### src/rtl/uart_rx_pkg.sv
// Shared definitions for the UART receive path: FSM state encoding and bit timing.
package uart_rx_pkg;

  // Ticks of the oversampling clock per serial bit.
  localparam int unsigned OVERSAMPLE = 8;

  // Last tick of a bit; every state transition happens on this tick.
  localparam logic [2:0] EDGE_LAST = 3'd7;

  typedef enum logic [2:0] {
    StIdle   = 3'd0,
    StStart  = 3'd1,
    StData   = 3'd2,
    StParity = 3'd3,
    StStop   = 3'd4
  } state_e;

endpackage

### src/rtl/uart_rx_ctrl_if.sv
// Signal bundle between the receive controller and its datapath (sampler, deserializer, checkers).
interface uart_rx_ctrl_if #(
  parameter int unsigned DATA_WIDTH = 8
);

  localparam int unsigned BIT_CNT_W = (DATA_WIDTH > 1) ? $clog2(DATA_WIDTH) : 1;

  logic                 rx_in;
  logic                 par_en;
  logic                 strt_glitch;
  logic                 par_err;
  logic                 stp_err;
  logic [2:0]           edge_cnt;
  logic [BIT_CNT_W-1:0] bit_cnt;
  logic                 dat_samp_en;
  logic                 deser_en;
  logic                 strt_chk_en;
  logic                 par_chk_en;
  logic                 stp_chk_en;
  logic                 data_valid;
  logic                 parity_error;
  logic                 framing_error;

  // Controller side.
  modport master (
    input  rx_in, par_en, strt_glitch, par_err, stp_err,
    output edge_cnt, bit_cnt, dat_samp_en, deser_en, strt_chk_en, par_chk_en, stp_chk_en,
    output data_valid, parity_error, framing_error
  );

  // Datapath / line side.
  modport slave (
    output rx_in, par_en, strt_glitch, par_err, stp_err,
    input  edge_cnt, bit_cnt, dat_samp_en, deser_en, strt_chk_en, par_chk_en, stp_chk_en,
    input  data_valid, parity_error, framing_error
  );

endinterface

### src/rtl/uart_rx_edge_bit_cnt.sv
// Tick-within-bit counter and data bit index shared by the whole receive path.
module uart_rx_edge_bit_cnt
  import uart_rx_pkg::*;
#(
  parameter  int unsigned DATA_WIDTH = 8,
  localparam int unsigned BIT_CNT_W  = (DATA_WIDTH > 1) ? $clog2(DATA_WIDTH) : 1
) (
  input  logic                 clk,
  input  logic                 rst,
  input  logic                 cnt_en,
  input  logic                 bit_inc,
  input  logic                 bit_clr,
  output logic [2:0]           edge_cnt,
  output logic [BIT_CNT_W-1:0] bit_cnt,
  output logic                 edge_last
);

  // Edge counter free-runs (wrapping 7->0) while a frame is active; bit index steps on request.
  always_ff @(posedge clk) begin
    if (rst) begin
      edge_cnt <= '0;
      bit_cnt  <= '0;
    end else begin
      edge_cnt <= cnt_en ? edge_cnt + 3'd1 : 3'd0;
      if (bit_clr) begin
        bit_cnt <= '0;
      end else if (bit_inc) begin
        bit_cnt <= bit_cnt + BIT_CNT_W'(1);
      end
    end
  end

  assign edge_last = (edge_cnt == EDGE_LAST);

endmodule

### src/rtl/uart_rx_ctrl.sv
// UART receive sequencer: walks START/DATA/PARITY/STOP, drives datapath enables, reports status.
module uart_rx_ctrl
  import uart_rx_pkg::*;
#(
  parameter int unsigned DATA_WIDTH = 8
) (
  input logic           clk,
  input logic           rst,
  uart_rx_ctrl_if.master bus
);

  localparam int unsigned BIT_CNT_W = (DATA_WIDTH > 1) ? $clog2(DATA_WIDTH) : 1;

  state_e               state_q;
  logic                 par_en_q;
  logic                 par_err_q;
  logic                 data_valid_q;
  logic                 parity_error_q;
  logic                 framing_error_q;
  logic [2:0]           edge_cnt;
  logic [BIT_CNT_W-1:0] bit_cnt;
  logic                 edge_last;
  logic                 bit_last;
  logic                 cnt_en;
  logic                 bit_inc;
  logic                 bit_clr;

  assign bit_last = (bit_cnt == BIT_CNT_W'(DATA_WIDTH - 1));
  assign cnt_en   = (state_q != StIdle);
  assign bit_inc  = (state_q == StData) && edge_last && !bit_last;
  // Holding the index at zero in IDLE guarantees every frame starts at bit 0, even after a glitch.
  assign bit_clr  = !cnt_en || ((state_q == StData) && edge_last && bit_last);

  uart_rx_edge_bit_cnt #(
    .DATA_WIDTH (DATA_WIDTH)
  ) u_cnt (
    .clk       (clk),
    .rst       (rst),
    .cnt_en    (cnt_en),
    .bit_inc   (bit_inc),
    .bit_clr   (bit_clr),
    .edge_cnt  (edge_cnt),
    .bit_cnt   (bit_cnt),
    .edge_last (edge_last)
  );

  // State register, latched frame options and registered end-of-frame status pulses.
  always_ff @(posedge clk) begin
    if (rst) begin
      state_q         <= StIdle;
      par_en_q        <= 1'b0;
      par_err_q       <= 1'b0;
      data_valid_q    <= 1'b0;
      parity_error_q  <= 1'b0;
      framing_error_q <= 1'b0;
    end else begin
      data_valid_q    <= 1'b0;
      parity_error_q  <= 1'b0;
      framing_error_q <= 1'b0;
      case (state_q)
        StIdle: begin
          if (!bus.rx_in) begin
            state_q  <= StStart;
            par_en_q <= bus.par_en;
          end
        end
        StStart: begin
          if (edge_last) begin
            state_q <= bus.strt_glitch ? StIdle : StData;
          end
        end
        StData: begin
          if (edge_last && bit_last) begin
            state_q <= par_en_q ? StParity : StStop;
          end
        end
        StParity: begin
          if (edge_last) begin
            par_err_q <= bus.par_err;
            state_q   <= StStop;
          end
        end
        StStop: begin
          if (edge_last) begin
            // Framing error outranks parity error; exactly one pulse per completed frame.
            framing_error_q <= bus.stp_err;
            parity_error_q  <= !bus.stp_err && par_err_q;
            data_valid_q    <= !bus.stp_err && !par_err_q;
            par_err_q       <= 1'b0;
            state_q         <= StIdle;
          end
        end
        default: state_q <= StIdle;
      endcase
    end
  end

  // Enables are plain decodes of the registered state.
  assign bus.dat_samp_en   = (state_q != StIdle);
  assign bus.strt_chk_en   = (state_q == StStart);
  assign bus.deser_en      = (state_q == StData);
  assign bus.par_chk_en    = (state_q == StParity);
  assign bus.stp_chk_en    = (state_q == StStop);
  assign bus.edge_cnt      = edge_cnt;
  assign bus.bit_cnt       = bit_cnt;
  assign bus.data_valid    = data_valid_q;
  assign bus.parity_error  = parity_error_q;
  assign bus.framing_error = framing_error_q;

endmodule

### src/flat_wrapper.sv
// flat-port wrapper written by rule: the top's interface ports become plain ports
module uart_rx_ctrl_flat import uart_rx_pkg::*;
#(
  parameter int unsigned DATA_WIDTH = 8
)
  (clk, rst, bus_rx_in, bus_par_en, bus_strt_glitch, bus_par_err, bus_stp_err, bus_edge_cnt, bus_bit_cnt, bus_dat_samp_en, bus_deser_en, bus_strt_chk_en, bus_par_chk_en, bus_stp_chk_en, bus_data_valid, bus_parity_error, bus_framing_error);
  uart_rx_ctrl_if #(.DATA_WIDTH(DATA_WIDTH)) bus_i ();
  input logic clk;
  input logic rst;
  input wire logic [$bits(bus_i.rx_in)-1:0] bus_rx_in;
  input wire logic [$bits(bus_i.par_en)-1:0] bus_par_en;
  input wire logic [$bits(bus_i.strt_glitch)-1:0] bus_strt_glitch;
  input wire logic [$bits(bus_i.par_err)-1:0] bus_par_err;
  input wire logic [$bits(bus_i.stp_err)-1:0] bus_stp_err;
  output wire logic [$bits(bus_i.edge_cnt)-1:0] bus_edge_cnt;
  output wire logic [$bits(bus_i.bit_cnt)-1:0] bus_bit_cnt;
  output wire logic [$bits(bus_i.dat_samp_en)-1:0] bus_dat_samp_en;
  output wire logic [$bits(bus_i.deser_en)-1:0] bus_deser_en;
  output wire logic [$bits(bus_i.strt_chk_en)-1:0] bus_strt_chk_en;
  output wire logic [$bits(bus_i.par_chk_en)-1:0] bus_par_chk_en;
  output wire logic [$bits(bus_i.stp_chk_en)-1:0] bus_stp_chk_en;
  output wire logic [$bits(bus_i.data_valid)-1:0] bus_data_valid;
  output wire logic [$bits(bus_i.parity_error)-1:0] bus_parity_error;
  output wire logic [$bits(bus_i.framing_error)-1:0] bus_framing_error;
  assign bus_i.rx_in = bus_rx_in;
  assign bus_i.par_en = bus_par_en;
  assign bus_i.strt_glitch = bus_strt_glitch;
  assign bus_i.par_err = bus_par_err;
  assign bus_i.stp_err = bus_stp_err;
  assign bus_edge_cnt = bus_i.edge_cnt;
  assign bus_bit_cnt = bus_i.bit_cnt;
  assign bus_dat_samp_en = bus_i.dat_samp_en;
  assign bus_deser_en = bus_i.deser_en;
  assign bus_strt_chk_en = bus_i.strt_chk_en;
  assign bus_par_chk_en = bus_i.par_chk_en;
  assign bus_stp_chk_en = bus_i.stp_chk_en;
  assign bus_data_valid = bus_i.data_valid;
  assign bus_parity_error = bus_i.parity_error;
  assign bus_framing_error = bus_i.framing_error;
  uart_rx_ctrl #(.DATA_WIDTH(DATA_WIDTH)) u_core (.clk(clk), .rst(rst), .bus(bus_i));
endmodule
### config.mk
export PLATFORM = sky130hd
export DESIGN_NAME = uart_rx_ctrl_flat
export DESIGN_NICKNAME = d
export VERILOG_FILES = /design/src/rtl/uart_rx_pkg.sv /design/src/rtl/uart_rx_ctrl_if.sv /design/src/rtl/uart_rx_edge_bit_cnt.sv /design/src/rtl/uart_rx_ctrl.sv /design/src/flat_wrapper.sv
export SDC_FILE = /design/constraint.sdc
export NUM_CORES = 1
export LEC_CHECK = 0
export BUFFER_PORTS_ARGS = -buffer_cell sky130_fd_sc_hd__buf_2
export CORE_MARGIN = 2
export CORE_UTILIZATION = 49
export DETAILED_ROUTE_END_ITERATION = 10
export PLACE_DENSITY = 0.76
export SYNTH_ARGS = -nofsm -noshare
export SYNTH_HDL_FRONTEND = slang
export SYNTH_SLANG_ARGS = --single-unit
### constraint.sdc
create_clock -name clk -period 1.9 [get_ports clk]
set_input_delay 0.38 -clock clk [delete_from_list [all_inputs] [get_ports clk]]
set_output_delay 0.38 -clock clk [all_outputs]
set_load 0.02 [all_outputs]
# [After elaboration in Yosys (flattened, before gate mapping)]
# Cells that the tools add are included.
[totals] regBits=14 word_cells=56 input_bits=7
[op_classes] n_bitwise=4 eq_ne=11 add_sub_neg=2 n_reduce_logical=20 muxes=11
[ops] cell="$mux W3" n=6
[ops] cell="$pmux W3 S5" n=1
[ops] cell="$eq A3 B3 Y1 const B" n=3
[ops] cell="$ne A2 B1 Y1 const B" n=4
[ops] cell="$add A3 B1 Y3 const B" n=2
[ops] cell="$eq A3 B2 Y1 const B" n=2
[ops] cell="$logic_and A1 B1 Y1" n=6
[ops] cell="$reduce_and A5 Y1" n=1
[ops] cell="$logic_not A1 Y1" n=4
[ops] cell="$not A1 Y1" n=4
[ops] cell="$reduce_or A2 Y1" n=2
[ops] cell="$eq A3 B1 Y1 const B" n=1
[ops] cell="$logic_not A3 Y1" n=1
[ops] cell="$reduce_and A3 Y1" n=1
[ops] cell="$reduce_bool A3 Y1" n=1
[ops] cell="$reduce_or A3 Y1" n=1
[ops] cell="$mux W1" n=2
[ops] cell="$mux W2" n=1
[ops] cell="$ne A2 B2 Y1 const B" n=1
[ops] cell="$pmux W1 S2" n=1
[ops] cell="$reduce_and A2 Y1" n=1
[ops] cell="$reduce_bool A2 Y1" n=1
[ops] cell="$logic_or A1 B1 Y1" n=1

# [Depth between registers and ports, before layout]
[depth] ltp_word=5 depth_mapped=7 mapped_depth_nobuf=6

# [Cells and area by module]
# Synthesis repeated with hierarchy kept, for this count alone.
[unflattened] cells_unflattened=70 area_unflattened_um2=708.2
[by_module_without_submodules] mod="uart_rx_ctrl" seq_area_each_um2=160.2 cells_each=50 area_per_inst_um2=464.2 n_inst=1
[by_module_without_submodules] mod="uart_rx_edge_bit_cnt" seq_area_each_um2=120.1 cells_each=20 area_per_inst_um2=244.0 n_inst=1

# [Least setup slack after synthesis]
# No wires, ideal clock.
[synth_timing] path_type="reg2reg" startpoint="register u_core.u_cnt.edge_cnt[0]" endpoint="register u_core.state_q[0]" arrival_ps=1740 setup_slack_ps=42 required_ps=1782 path_stages_with_launch=8 period_less_slack_ps=1858 cell_sequence="dfxtp_1 > ha_1 > ha_1 > buf_6 > or4b_4 > o31a_2 > a32oi_1 > nor3_1"
[synth_via] elab_chain_len=4 word_cells_on_any_way=7 cone_classes="5 x eq/ne; 2 x reduce/logical"
[synth_lines] item="start, declared" line_no="uart_rx_edge_bit_cnt.sv:13" source="output logic [2:0] edge_cnt,"
[synth_lines] item="start signal, assigned" line_no="uart_rx_edge_bit_cnt.sv:24" source="edge_cnt <= cnt_en ? edge_cnt + 3'd1 : 3'd0;"
[synth_lines] item="$eq A3 B3 Y1 (*)" line_no="uart_rx_edge_bit_cnt.sv:33" source="assign edge_last = (edge_cnt == EDGE_LAST);"
[synth_lines] item="$logic_and A1 B1 Y1" line_no="uart_rx_ctrl.sv:73" source="if (edge_last && bit_last) begin"
[synth_lines] item="$ne A2 B1 Y1 (no line)"
[synth_lines] item="$reduce_and A5 Y1 (no line) (*)"
[synth_lines] item="end signal, assigned" line_no="uart_rx_ctrl.sv:69" source="state_q <= bus.strt_glitch ? StIdle : StData;"
[synth_lines] item="end signal, assigned" line_no="uart_rx_ctrl.sv:74" source="state_q <= par_en_q ? StParity : StStop;"
[synth_lines] item="end signal, assigned" line_no="uart_rx_ctrl.sv:80" source="state_q <= StStop;"
[synth_lines] item="end, declared" line_no="uart_rx_ctrl.sv:14" source="state_e state_q;"
# Every way passes the cells marked *; elsewhere a longest branch is shown, timed or not.
# A chain may end at the register's enable or synchronous reset.

# [Final worst setup path]
[layout_timing] startpoint="register u_core.state_q[2]" endpoint="output bus_stp_chk_en"
[layout_via] elab_chain_len=1
[layout_lines] item="start signal, assigned" line_no="uart_rx_ctrl.sv:50" source="state_q <= StIdle;"
[layout_lines] item="start signal, assigned" line_no="uart_rx_ctrl.sv:63" source="state_q <= StStart;"
[layout_lines] item="start signal, assigned" line_no="uart_rx_ctrl.sv:69"
[layout_lines] item="$eq A3 B3 Y1" line_no="uart_rx_ctrl.sv:103" source="assign bus.stp_chk_en = (state_q == StStop);"
[layout_lines] item="end, declared" line_no="flat_wrapper.sv:21" source="output wire logic [$bits(bus_i.stp_chk_en)-1:0] bus_stp_chk_en;"
# No other way between the ends.

==> results.cfg <==
[status]
status = finished, final reports clean

[pwr]
power_leakage_nw = 0.395
power_density_nw_per_um2 = 1210
ir_worst_vdd_mv = 0.657

[global_routing]
grtUsageMet2_pct = 26.8
grt-busiest-layer = met2
antenna_found_initial = 0
met1_usage_pct = 22.1
grtUsageMet3_pct = 6.90
grt_pass1_wl_um = 2420
grtUsageTotal_pct = 17.8
grt_max_degree = 17
grt.overflow.total = 0
first_global_vias = 559

[floorplan]
std_cell_rows = 13
ios = 21
die_h_um = 42.4
die_w_um = 42.4
core_area_um2 = 1330
initial_core_util_pct = 54.1
die-area_um2 = 1800

[sta]
relSlewSlack_pct = 76.0
max_freq_mhz = 551
setup_viol = 0
post-route-period-util_pct = 95.6
fin_setup_tns_ns = 0
fin_skew_ns = 0.00261
grt_setup_unrepaired = false
fin_crit_ns = 1.82
slew_violations = 0
max_slew.worst_pin.slew_ns = 0.360
hold_viol = 0

[logic_synthesis]
ys_async_sr_fraction_pct = 0
synth.largest_area_cell = dfxtp_1
ys_warn_count = 0
synth_edf_count = 0
synth_area_um2 = 722
synth_fp_nets = 97
synth_commonest_cells = dfxtp_1 (14), nor2_1 (12), a21oi_1 (7)
synth_top_area_share_pct = 38.8
syn-instance-count = 86
synth.most_common_cell = dfxtp_1
synth_flop_cell = dfxtp_1
ys_top_cells_by_area = dfxtp_1 (39%), ha_1 (6.9%), nor2_1 (6.2%)
syn_area_per_cell_um2 = 8.39
ys_seq_elements = 14
ys_types = 31
ys_seq_area_share_pct = 38.8

[route]
wl_per_cell_um = 12.4
wirelength_um = 1510
vias = 685
drtPass1Iterations = 4
ant_nets = 0
drt_iter0_drc = 18
post_drt_via_cell_ratio = 5.61
drcViolationCount = 0

[cells_and_area]
area_delta_synth_final_pct = 18.4
drive_gt1_share_pct = 28.0
fill_cells = 120
final_util_pct = 64.1
num_antenna_cells = 0
nets = 119

[critical_path]
crit_type = reg -> out
path_max_fanout = 10
cp.arrival_ns = 1.44
endpoint_kind = output pin
cp.required_ns = 1.52
startpoint_type = flip-flop

[clock_tree]
cts-root-to-sink-buffers = 2
htreeDepth = 1
insertion_delay_ns = 0.28
cts_buffers = 3
clock-sinks = 14
path_clk_slew_ns = 0.08
clockRootBuffer = clkbuf_4
cts_hold_buf = 0
cts_tree = done

[placement]
port_buffers = 20
gp_congestion = 0.859
dp_hpwl_um = 1090

[min_path]
hp-class = in -> reg

[run]
max_cap_violations = 0
## timing repair
| item | 4_1_cts | 5_1_grt |
|---|---|---|
| resized for setup | 0 | 1 |
| buffers inserted | 0 | 0 |
| setup endpoints to repair | 0 | 2 |
## worst max-delay path, cell delays in order (launching register included)
cell     delay [ns]
dfxtp_1        0.53
inv_1          0.14
nor3_1         0.27
buf_2          0.22
## flip-flops by register name, summed over array words and instances (netlist names)
| signal | cells |
|---|---|
| u_core.par_en_q | 1 |
| u_core.bus.framing_error | 1 |
| u_core.u_cnt.edge_cnt | 3 |
| u_core.u_cnt.bit_cnt | 3 |
| u_core.par_err_q | 1 |
| u_core.state_q | 3 |
| u_core.bus.parity_error | 1 |
| u_core.bus.data_valid | 1 |
## power by group
group | internal [mW] | total, mW | switching [mW]
combinational | 0.174 | 0.416 | 0.242
sequential | 0.332 | 0.403 | 0.0710
clock | 0.117 | 0.212 | 0.0958
total | 0.623 | 1.03 | 0.409
## placed cells by master, fill, tap and decap left out, drive strengths merged, types with 2 or more instances in the layout
master / instances
o21ai: 3
nand2: 5
nand3b: 3
nand3: 2
nor2: 12
nor3: 4
a21oi: 7
ha: 4
clkbuf: 4
nor2b: 2
or3: 2
inv: 5
dfxtp: 14
buf: 21
and2: 2
nand2b: 3
## stage by stage
step | power, mW | setup WS [ns] | area [um2] | instances | hold slack, ns
CTS | 1.03 | 0.0954 | 853 | 122 | 0.277
detailed placement | 0.816 | 0.185 | 817 | 118 | 0.437
global placement | 0.811 | 0.216 | 817 | 118 | 0.431
floorplan | 0.731 | 0.0415 | 722 | 86 | 0.435
finish | 1.03 | 0.0843 | 855 | 122 | 0.284
global route | 1.10 | 0.000826 | 855 | 122 | 0.278
## cells by family (layout without fill, tap and decap cells)
group	after synthesis	count (layout)	synth area share, %
adder cells (fa/ha/maj)	4	4	6.93
AO/OA/AOI/OAI	18	18	16.5
flip-flops	14	14	38.8
buffers and inverters	9	30	6.93
AND/OR/NAND/NOR	40	40	29.5
multiplexers	1	1	1.39
## path summary, 6_finish.rpt
check,end,depth (start not counted),startpoint,slack (ns)
worst min register to register,u_core.u_cnt.edge_cnt[0],1,u_core.u_cnt.edge_cnt[0],0.46
worst min-delay path,u_core.bus.data_valid,2,bus_stp_err,0.28
worst max register to register,u_core.state_q[0],6,u_core.u_cnt.edge_cnt[0],0.17
worst max-delay path,bus_stp_chk_en,3,u_core.state_q[2],0.08
## layer usage
layer  wire length (um)  vias up
li1                   -      346
met2                691       34
met4                  9        0
met3                135        2
met1                674      303
met5                  0        -
## cell type report
type	instances	area [um2]	share of cell area (%)
clock buffer	4	36.3	4.25
inverter	5	18.8	2.20
multi-input combinational	63	392	45.8
sequential	14	282	32.9
tap	15	18.8	2.20
timing repair buffer	21	108	12.6
(Power assumes the default switching activity.)
